**config.mk**
```make
export PLATFORM = sky130hd
export DESIGN_NAME = alu_muldiv_sequencer_flat
export DESIGN_NICKNAME = d
export VERILOG_FILES = /design/src/rtl/alu_muldiv_sequencer_if.sv /design/src/rtl/alu_muldiv_sequencer.sv /design/src/flat_wrapper.sv
export SDC_FILE = /design/constraint.sdc
export NUM_CORES = 1
export LEC_CHECK = 0
export ABC_CLOCK_PERIOD_IN_PS = 1600
export BUFFER_PORTS_ARGS = -buffer_cell sky130_fd_sc_hd__buf_2
export CORE_MARGIN = 2
export CORE_UTILIZATION = 30
export CTS_CLUSTER_DIAMETER = 60
export DETAILED_ROUTE_END_ITERATION = 7
export HOLD_SLACK_MARGIN = 0.1
export PLACE_DENSITY = 0.56
export SETUP_SLACK_MARGIN = 0.05
export SLEW_MARGIN = 40
export SYNTH_ARGS = -nofsm -noshare
export SYNTH_HDL_FRONTEND = slang
export SYNTH_SLANG_ARGS = --single-unit
export TNS_END_PERCENT = 50
```
**constraint.sdc**
```tcl
create_clock -name clock -period 1.6 [get_ports clock]
set_input_delay 0.16 -clock clock [delete_from_list [all_inputs] [get_ports clock]]
set_output_delay 0.16 -clock clock [all_outputs]
set_load 0.05 [all_outputs]
```
**src/rtl/alu_muldiv_sequencer_if.sv**
```systemverilog
// rtl/alu_muldiv_sequencer_if.sv - start/operand, shared-ALU and result signals of the mul/div sequencer
interface alu_muldiv_sequencer_if #(
    parameter int WIDTH = 32
);
    logic             ctrl_MULT;
    logic             ctrl_DIV;
    logic [WIDTH-1:0] data_operandA;
    logic [WIDTH-1:0] data_operandB;
    logic [WIDTH-1:0] alu_operandA;
    logic [WIDTH-1:0] alu_operandB;
    logic [4:0]       alu_opcode;
    logic [4:0]       alu_shiftamt;
    logic [WIDTH-1:0] alu_result;
    logic [WIDTH-1:0] data_result;
    logic             data_exception;
    logic             data_resultRDY;
    logic             busy;

    modport slave (
        input  ctrl_MULT, ctrl_DIV, data_operandA, data_operandB, alu_result,
        output alu_operandA, alu_operandB, alu_opcode, alu_shiftamt,
               data_result, data_exception, data_resultRDY, busy
    );

    modport master (
        output ctrl_MULT, ctrl_DIV, data_operandA, data_operandB, alu_result,
        input  alu_operandA, alu_operandB, alu_opcode, alu_shiftamt,
               data_result, data_exception, data_resultRDY, busy
    );
endinterface

```
**src/rtl/alu_muldiv_sequencer.sv**
```systemverilog
// rtl/alu_muldiv_sequencer.sv - signed 32-bit multi-cycle multiply/divide driving the shared ALU
module alu_muldiv_sequencer #(
    parameter int WIDTH = 32,
    parameter int ITERS = 32
) (
    input  logic                  clock,
    input  logic                  reset,
    alu_muldiv_sequencer_if.slave bus
);
    localparam int               CW      = $clog2(ITERS);
    localparam logic [CW-1:0]    LAST    = CW'(ITERS - 1);
    localparam logic [WIDTH-1:0] MIN_NEG = {1'b1, {(WIDTH-1){1'b0}}};
    localparam logic [4:0]       OP_ADD  = 5'd0;
    localparam logic [4:0]       OP_SUB  = 5'd1;

    typedef enum logic [2:0] {
        S_IDLE, S_ABS_A, S_ABS_B, S_ITER, S_FIX, S_DONE
    } state_t;

    state_t           r_state, w_next;
    logic             r_is_div;
    logic             r_sign;
    logic [WIDTH-1:0] r_hi;      // HI (multiply) / partial remainder R (divide)
    logic [WIDTH-1:0] r_lo;      // LO (multiply) / quotient Q (divide); |A| before ITER
    logic [WIDTH-1:0] r_m;       // multiplicand M / divisor D; |B| after ABS_B
    logic [CW-1:0]    r_cnt;
    logic [WIDTH-1:0] r_result;
    logic             r_exc;

    logic [WIDTH-1:0] w_alu_a, w_alu_b;
    logic [4:0]       w_alu_op;
    logic [WIDTH-1:0] w_rp;
    logic             w_carry, w_borrow, w_ge;
    logic [WIDTH-1:0] w_fix_res;
    logic             w_fix_exc;
    logic             w_start;
    logic             w_div_zero;

    assign w_start    = bus.ctrl_MULT | bus.ctrl_DIV;
    assign w_div_zero = ~bus.ctrl_MULT & bus.ctrl_DIV & (bus.data_operandB == '0);

    // Carry/borrow recovered from operand and result sign bits since the ALU has no carry-out
    assign w_rp     = {r_hi[WIDTH-2:0], r_lo[WIDTH-1]};
    assign w_carry  = (w_alu_a[WIDTH-1] & w_alu_b[WIDTH-1]) |
                      ((w_alu_a[WIDTH-1] | w_alu_b[WIDTH-1]) & ~bus.alu_result[WIDTH-1]);
    assign w_borrow = (~w_rp[WIDTH-1] & r_m[WIDTH-1]) |
                      (~(w_rp[WIDTH-1] ^ r_m[WIDTH-1]) & bus.alu_result[WIDTH-1]);
    assign w_ge     = r_hi[WIDTH-1] | ~w_borrow;

    assign w_fix_res = r_sign ? bus.alu_result : r_lo;
    assign w_fix_exc = r_is_div ? (~r_sign & r_lo[WIDTH-1])
                                : ((r_hi != '0) || (r_lo[WIDTH-1] && !(r_sign && (r_lo == MIN_NEG))));

    always_ff @(posedge clock or negedge reset) begin
        if (!reset) begin
            r_state <= S_IDLE;
        end else begin
            r_state <= w_next;
        end
    end

    always_comb begin
        w_next   = r_state;
        w_alu_a  = '0;
        w_alu_b  = '0;
        w_alu_op = OP_ADD;
        case (r_state)
            S_IDLE: begin
                if (w_start) begin
                    w_next = w_div_zero ? S_DONE : S_ABS_A;
                end
            end
            S_ABS_A: begin
                w_alu_b  = r_lo;
                w_alu_op = OP_SUB;
                w_next   = S_ABS_B;
            end
            S_ABS_B: begin
                w_alu_b  = r_m;
                w_alu_op = OP_SUB;
                w_next   = S_ITER;
            end
            S_ITER: begin
                if (r_is_div) begin
                    w_alu_a  = w_rp;
                    w_alu_b  = r_m;
                    w_alu_op = OP_SUB;
                end else begin
                    w_alu_a  = r_hi;
                    w_alu_b  = r_lo[0] ? r_m : '0;
                    w_alu_op = OP_ADD;
                end
                if (r_cnt == LAST) begin
                    w_next = S_FIX;
                end
            end
            S_FIX: begin
                w_alu_b  = r_lo;
                w_alu_op = OP_SUB;
                w_next   = S_DONE;
            end
            S_DONE: begin
                w_next = S_IDLE;
            end
            default: begin
                w_next = S_IDLE;
            end
        endcase
    end

    always_ff @(posedge clock or negedge reset) begin
        if (!reset) begin
            r_is_div <= 1'b0;
            r_sign   <= 1'b0;
            r_hi     <= '0;
            r_lo     <= '0;
            r_m      <= '0;
            r_cnt    <= '0;
            r_result <= '0;
            r_exc    <= 1'b0;
        end else begin
            case (r_state)
                S_IDLE: begin
                    if (w_start) begin
                        r_is_div <= ~bus.ctrl_MULT;
                        r_lo     <= bus.data_operandA;
                        r_m      <= bus.data_operandB;
                        r_hi     <= '0;
                        r_cnt    <= '0;
                        r_sign   <= 1'b0;
                        if (w_div_zero) begin
                            r_result <= '0;
                            r_exc    <= 1'b1;
                        end
                    end
                end
                S_ABS_A: begin
                    r_sign <= r_lo[WIDTH-1];
                    r_lo   <= r_lo[WIDTH-1] ? bus.alu_result : r_lo;
                end
                S_ABS_B: begin
                    r_sign <= r_sign ^ r_m[WIDTH-1];
                    r_m    <= r_m[WIDTH-1] ? bus.alu_result : r_m;
                    r_hi   <= '0;
                    r_cnt  <= '0;
                end
                S_ITER: begin
                    r_cnt <= r_cnt + 1'b1;
                    if (r_is_div) begin
                        r_hi <= w_ge ? bus.alu_result : w_rp;
                        r_lo <= {r_lo[WIDTH-2:0], w_ge};
                    end else begin
                        r_hi <= {w_carry, bus.alu_result[WIDTH-1:1]};
                        r_lo <= {bus.alu_result[0], r_lo[WIDTH-1:1]};
                    end
                end
                S_FIX: begin
                    r_result <= w_fix_res;
                    r_exc    <= w_fix_exc;
                end
                default: begin
                end
            endcase
        end
    end

    assign bus.alu_operandA   = w_alu_a;
    assign bus.alu_operandB   = w_alu_b;
    assign bus.alu_opcode     = w_alu_op;
    assign bus.alu_shiftamt   = 5'd0;
    assign bus.data_result    = r_result;
    assign bus.data_exception = r_exc;
    assign bus.data_resultRDY = (r_state == S_DONE);
    assign bus.busy           = (r_state != S_IDLE);
endmodule

```
**src/flat_wrapper.sv**
```systemverilog
// flat-port wrapper written by rule: the top's interface ports become plain ports
module alu_muldiv_sequencer_flat 
#(
    parameter int WIDTH = 32,
    parameter int ITERS = 32
)
  (clock, reset, bus_ctrl_MULT, bus_ctrl_DIV, bus_data_operandA, bus_data_operandB, bus_alu_result, bus_alu_operandA, bus_alu_operandB, bus_alu_opcode, bus_alu_shiftamt, bus_data_result, bus_data_exception, bus_data_resultRDY, bus_busy);
  alu_muldiv_sequencer_if #(.WIDTH(WIDTH)) bus_i ();
  input  logic clock;
  input  logic reset;
  input wire logic [$bits(bus_i.ctrl_MULT)-1:0] bus_ctrl_MULT;
  input wire logic [$bits(bus_i.ctrl_DIV)-1:0] bus_ctrl_DIV;
  input wire logic [$bits(bus_i.data_operandA)-1:0] bus_data_operandA;
  input wire logic [$bits(bus_i.data_operandB)-1:0] bus_data_operandB;
  input wire logic [$bits(bus_i.alu_result)-1:0] bus_alu_result;
  output wire logic [$bits(bus_i.alu_operandA)-1:0] bus_alu_operandA;
  output wire logic [$bits(bus_i.alu_operandB)-1:0] bus_alu_operandB;
  output wire logic [$bits(bus_i.alu_opcode)-1:0] bus_alu_opcode;
  output wire logic [$bits(bus_i.alu_shiftamt)-1:0] bus_alu_shiftamt;
  output wire logic [$bits(bus_i.data_result)-1:0] bus_data_result;
  output wire logic [$bits(bus_i.data_exception)-1:0] bus_data_exception;
  output wire logic [$bits(bus_i.data_resultRDY)-1:0] bus_data_resultRDY;
  output wire logic [$bits(bus_i.busy)-1:0] bus_busy;
  assign bus_i.ctrl_MULT = bus_ctrl_MULT;
  assign bus_i.ctrl_DIV = bus_ctrl_DIV;
  assign bus_i.data_operandA = bus_data_operandA;
  assign bus_i.data_operandB = bus_data_operandB;
  assign bus_i.alu_result = bus_alu_result;
  assign bus_alu_operandA = bus_i.alu_operandA;
  assign bus_alu_operandB = bus_i.alu_operandB;
  assign bus_alu_opcode = bus_i.alu_opcode;
  assign bus_alu_shiftamt = bus_i.alu_shiftamt;
  assign bus_data_result = bus_i.data_result;
  assign bus_data_exception = bus_i.data_exception;
  assign bus_data_resultRDY = bus_i.data_resultRDY;
  assign bus_busy = bus_i.busy;
  alu_muldiv_sequencer #(.WIDTH(WIDTH), .ITERS(ITERS)) u_core (.clock(clock), .reset(reset), .bus(bus_i));
endmodule
```
After elaboration in Yosys (flattened, before gate mapping)
Cells that the tools add are included.
Operators by class
  add/subtract/negate cells: 1
  equal/unequal tests: 12
  muxes and demuxes: 34
  bitwise gates (word level): 20
  reduce and logical (&&, ||, !) cells: 24
Operator list (count)
  2-to-1 mux 32 bit: 15
  case mux 32 bit (3 select lines): 3
  case mux 32 bit (2 select lines): 2
  equality test 32 bit (second input constant): 1
  logical NOT 32 bit: 1
  nonzero test 32 bit: 1
  case mux 3 bit (5 select lines): 1
  case mux 5 bit (3 select lines): 1
  AND reduction 2 bit: 6
  nonzero test 3 bit: 4
  != test 2 x 1 -> 1 bit (second input constant): 5
  case mux 5 bit (2 select lines): 1
  2-to-1 mux 3 bit: 3
  AND reduction 3 bit: 3
  AND 1 bit: 7
  equality test 3 x 2 -> 1 bit (second input constant): 2
  equality test 3 bit (second input constant): 2
  NOT 1 bit: 6
  adder 5 x 1 -> 5 bit (second input constant): 1
  equality test 5 bit (second input constant): 1
  2-to-1 mux 1 bit: 5
  2-to-1 mux 5 bit: 1
  bitwise OR 1 bit: 5
  nonzero test 2 bit: 2
  other kinds (10): 12
Word-level totals
  flip-flop bits (word level): 139
  bits of input ports: 100
  output and inout port bits: 109

Depth between registers and ports, before layout
  depth in word-level cells: 9
  gate-level depth with buffers: 8
  gate-level depth less buffers: 7

Worst setup path before layout
No wires, ideal clock.
  path type: reg2out
  from: reg u_core.r_is_div
  to: out bus_alu_operandA[0]
  arrival: 1892 ps
  data required time: 1440 ps
  path slack: -452 ps
  cell stages (with the launch flop): 7
  buffers on the path: 4
  path through: dfrtp_1 -> buf_2 -> buf_4 -> buf_4 -> buf_2 -> nand2b_1 -> a21oi_1
On the way
  cells in the longest elaborated chain, start to end: 2
Ends and longest elaborated chain
  start: declaration: RTL line alu_muldiv_sequencer.sv:21  | logic r_is_div;
  start signal: assignment: RTL line alu_muldiv_sequencer.sv:125  | r_is_div <= ~bus.ctrl_MULT;
  2-to-1 mux 32 bit: RTL line alu_muldiv_sequencer.sv:84  | if (r_is_div) begin
  2-to-1 mux 32 bit: RTL line alu_muldiv_sequencer.sv:67  | case (r_state)
  end: declaration: RTL line flat_wrapper.sv:16  | output wire logic [$bits(bus_i.alu_operandA)-1:0] bus_alu_operandA;
Every way passes these cells.

Worst setup path after layout
  from: reg u_core.r_state[0]
  to: out bus_alu_operandB[25]
On the way
  cells in the longest elaborated chain, start to end: 3
  elaborated cells on any way between the ends: 6
  those cells by class: eq/ne (4); mux (1); reduce/logical (1)
Ends and longest elaborated chain
  start: declaration: RTL line alu_muldiv_sequencer.sv:20  | state_t r_state, w_next;
  start signal: assignment: RTL line alu_muldiv_sequencer.sv:58  | r_state <= w_next;
  equality test 3 x 1 -> 1 bit / equality test 3 bit (equally long branches): RTL line alu_muldiv_sequencer.sv:67
  OR reduction 2 bit (no source line)
  case mux 32 bit (3 select lines) *: RTL line alu_muldiv_sequencer.sv:67
  end: declaration: RTL line flat_wrapper.sv:17  | output wire logic [$bits(bus_i.alu_operandB)-1:0] bus_alu_operandB;
Mark *: on every way between the ends. The rest lies on a longest branch, timed or not.

==> impl_metrics.json <==
{
  "finalClockSkew_ps": 11.0,
  "drtAntennaViolNets": 0,
  "place_area_mm2": 0.0115,
  "cts_sinks": 139,
  "cp-start-kind": "flop",
  "io_pins": 209,
  "fp.dieArea_mm2": 0.0296,
  "initial_core_util": 0.305,
  "rsz0062_at_grt": "yes",
  "combPwrFrac": 0.718,
  "yosys_register_bits": 139,
  "power_density_mw_per_mm2": 2610,
  "synth-edff-count": 0,
  "cts_buffers": 17,
  "violations": "negative setup slack",
  "grt_start_max_net_pins": 41,
  "arrival_ps": 1870,
  "p_int_uw": 20300,
  "track_usage": 0.243,
  "sw_frac_of_total": 0.463,
  "synth.avg_cell_area_um2": 9.21,
  "yosys.area.top_type_share": 0.411,
  "ys_warn_count": 0,
  "routed_wl_mm": 35.5,
  "wl_per_cell_um": 20.5,
  "tightest_slew_ps": 506,
  "root_buffer": "clkbuf_16",
  "io_buffers": 199,
  "criticalPathCategory": "reg -> out",
  "worst_slack_ps": -430,
  "setup_viol": 199,
  "vias": 9113,
  "yosysUniqueCellTypes": 49,
  "place_hpwl_mm": 24.4,
  "synth-main-ff-cell": "dfrtp_1",
  "clock_power_share": 0.109,
  "grt_remaining_overflow": 0,
  "fmax_mhz": 493,
  "final_area_mm2": 0.0145,
  "min_path_type": "in -> reg",
  "p_switching_uw": 17500,
  "grt_first_pass_wirelength_mm": 53.8,
  "grt_pass1_vias": 9151,
  "async_flop_share": 1.00,
  "cts_buffer_depth": 2,
  "std_cell_rows": 61,
  "routabilityCongestion": 0.843,
  "synth-seq-area-share": 0.411,
  "finalMaxSlewViolations": 0,
  "finalWorstPathRequiredPeriod_ps": 2030,
  "drtIter0Drc": 604,
  "synth_commonest_cells": "139 x dfrtp_1, 134 x nand2_1, 96 x mux2i_1, 77 x nor2_1, 63 x a22o_1",
  "antenna_found_initial": 2,
  "maxCapViolCount": 0,
  "tritoncts": "yes",
  "drive_above_1_share": 0.450,
  "timing.final.crit_share": 1.27,
  "area_growth_pct": 71.4,
  "die-height_um": 172,
  "clkSlewWorstSetupHoldPaths_ps": 60,
  "fin_util": 0.522,
  "h-tree-depth": 4,
  "status": "complete, but fails checks",
  "dr.pass1.iters": 5,
  "synthTopCellsByArea": "dfrtp_1 41%, mux2i_1 11%, a22o_1 6.5%, nand2_1 5.9%, mux2_2 4.1%",
  "viasPerCell": 5.27,
  "final_nets": 1439,
  "clock_latency_ps": 430,
  "pre_cts_ws_ps": -217,
  "core_mm2": 0.0278,
  "required_ps": 1440,
  "slew_headroom": 0.660,
  "chipWidth_um": 172,
  "yosysMostFrequentCell": "dfrtp_1",
  "syn_inst": 919,
  "crit_fanout": 8,
  "end_kind": "output pin",
  "hold_viol_final": 0,
  "ir_drop_mv": 1.28,
  "power_leakage_uw": 0.00670,
  "syn_area_mm2": 0.00847,
  "seqPwrFrac": 0.173,
  "synth.largest_area_cell": "dfrtp_1",
  "drc": 0
}
==> worst max-delay path, stage by stage, from the launching register on <==
cell	delay [ps]
dfrtp_1	410
buf_6	140
nor2b_4	130
a21oi_4	210
buf_6	140
buf_12	140
a22o_4	140
buf_8	140
==> layout by cell type (no fill, tap or decap), types with 6 or more instances in the layout <==
cell           instances
dlygate4sd3_1         80
dfrtp_1              135
clkbuf_16             18
buf_4                139
a22o_4                27
mux2_2                31
nor2_4                36
conb_1                 9
a22oi_1               14
mux2i_2               26
a21oi_1               36
buf_16                10
inv_1                  7
buf_6                 53
a221o_1               30
nor2_1                44
nand2_1              132
o21ai_0               35
a22o_1                31
mux2i_1               69
buf_8                 34
o21ai_1               57
buf_2                131
buf_12                31
nor4_1                23
a22oi_2               18
nand4_1                6
==> per-stage QoR <==
step | power, µW | hold slack, ps | setup TNS, ps | std cells
2_1_floorplan | 21600 | -136 | -2440 | 927
4_1_cts | 37300 | 100 | -42030 | 1719
3_5_place_dp | 28400 | 121 | -21460 | 1571
6_report | 37800 | 103 | -47000 | 1728
3_3_place_gp | 28100 | 119 | -22520 | 1571
5_1_grt | 39700 | 106 | -62190 | 1727
==> power groups by stage <==
stage	Clock [µW]	Combinational, µW	Sequential, µW
6_report	4130	27100	6540
5_1_grt	4330	28700	6740
4_1_cts	4210	26600	6490
3_5_place_dp	0	21900	6490
3_3_place_gp	0	21600	6460
2_1_floorplan	0	13900	7660
==> area by class of cell <==
cell class / count / area, µm²
multi-input cells: 689 / 5320
diodes: 2 / 5.00
well taps: 378 / 473
clock buffers: 21 / 460
fillers: 2484 / 13300
inverters: 8 / 30.0
clock inverters: 10 / 141
repair buffers: 481 / 4590
flip-flops and latches: 139 / 3490
==> what timing repair did <==
item                                    4_1_cts  5_1_grt
hold buffers                                 78        2
cloned                                       12        0
pin swaps                                    29       10
endpoints found under the setup margin      199      202
resized for setup                           248       54
hold endpoints to repair                    192        2
setup buffers                                29        6
==> worst paths after layout <==
| kind | start | slack (ps) | endpoint | cells past startpoint |
|---|---|---|---|---|
| min in group asynchronous | reset | 230 | u_core.r_m[19] | 2 |
| setup / recovery | u_core.r_state[0] | -430 | bus_alu_operandB[25] | 7 |
| hold reg to reg | u_core.r_m[9] | 480 | u_core.r_m[9] | 2 |
| setup reg to reg | u_core.r_hi[30] | -330 | u_core.r_hi[4] | 9 |
| hold / removal | bus_data_operandB[25] | 100 | u_core.r_m[25] | 4 |
| max in group asynchronous | reset | 720 | u_core.bus.data_result[24] | 3 |
==> sequential cells by signal, summed over array words and instances (netlist names) <==
| register | cells |
|---|---|
| u_core.r_lo | 32 |
| u_core.bus.data_exception | 1 |
| u_core.r_m | 32 |
| u_core.r_state | 3 |
| u_core.r_hi | 32 |
| u_core.r_sign | 1 |
| u_core.bus.data_result | 32 |
| u_core.r_is_div | 1 |
| u_core.r_cnt | 5 |
==> cells by family (layout without fill, tap and decap cells) <==
logic type,after synthesis,in the layout,share of synthesized area
AOI/OAI and AO/OA,279,279,0.227
xor gates and xnor gates,1,1,0.00103
adders and majority gates,3,3,0.00443
buffers and inverters,99,520,0.0628
DFF,139,139,0.411
muxes,127,127,0.155
other,1,11,0.000443
and+or+nand+nor,270,270,0.139
==> layer usage <==
layer / wire length (µm) / up-vias / track usage / share of wire
met4: 1080 / 0 / 0.0983 / 0.030
li1: - / 4200 / - / -
met2: 17500 / 377 / 0.404 / 0.49
met5: 0 / - / 0 / 0
met1: 14900 / 4471 / 0.318 / 0.42
met3: 2060 / 65 / 0.0334 / 0.058
Note: power is estimated with default switching activity, not from simulation.
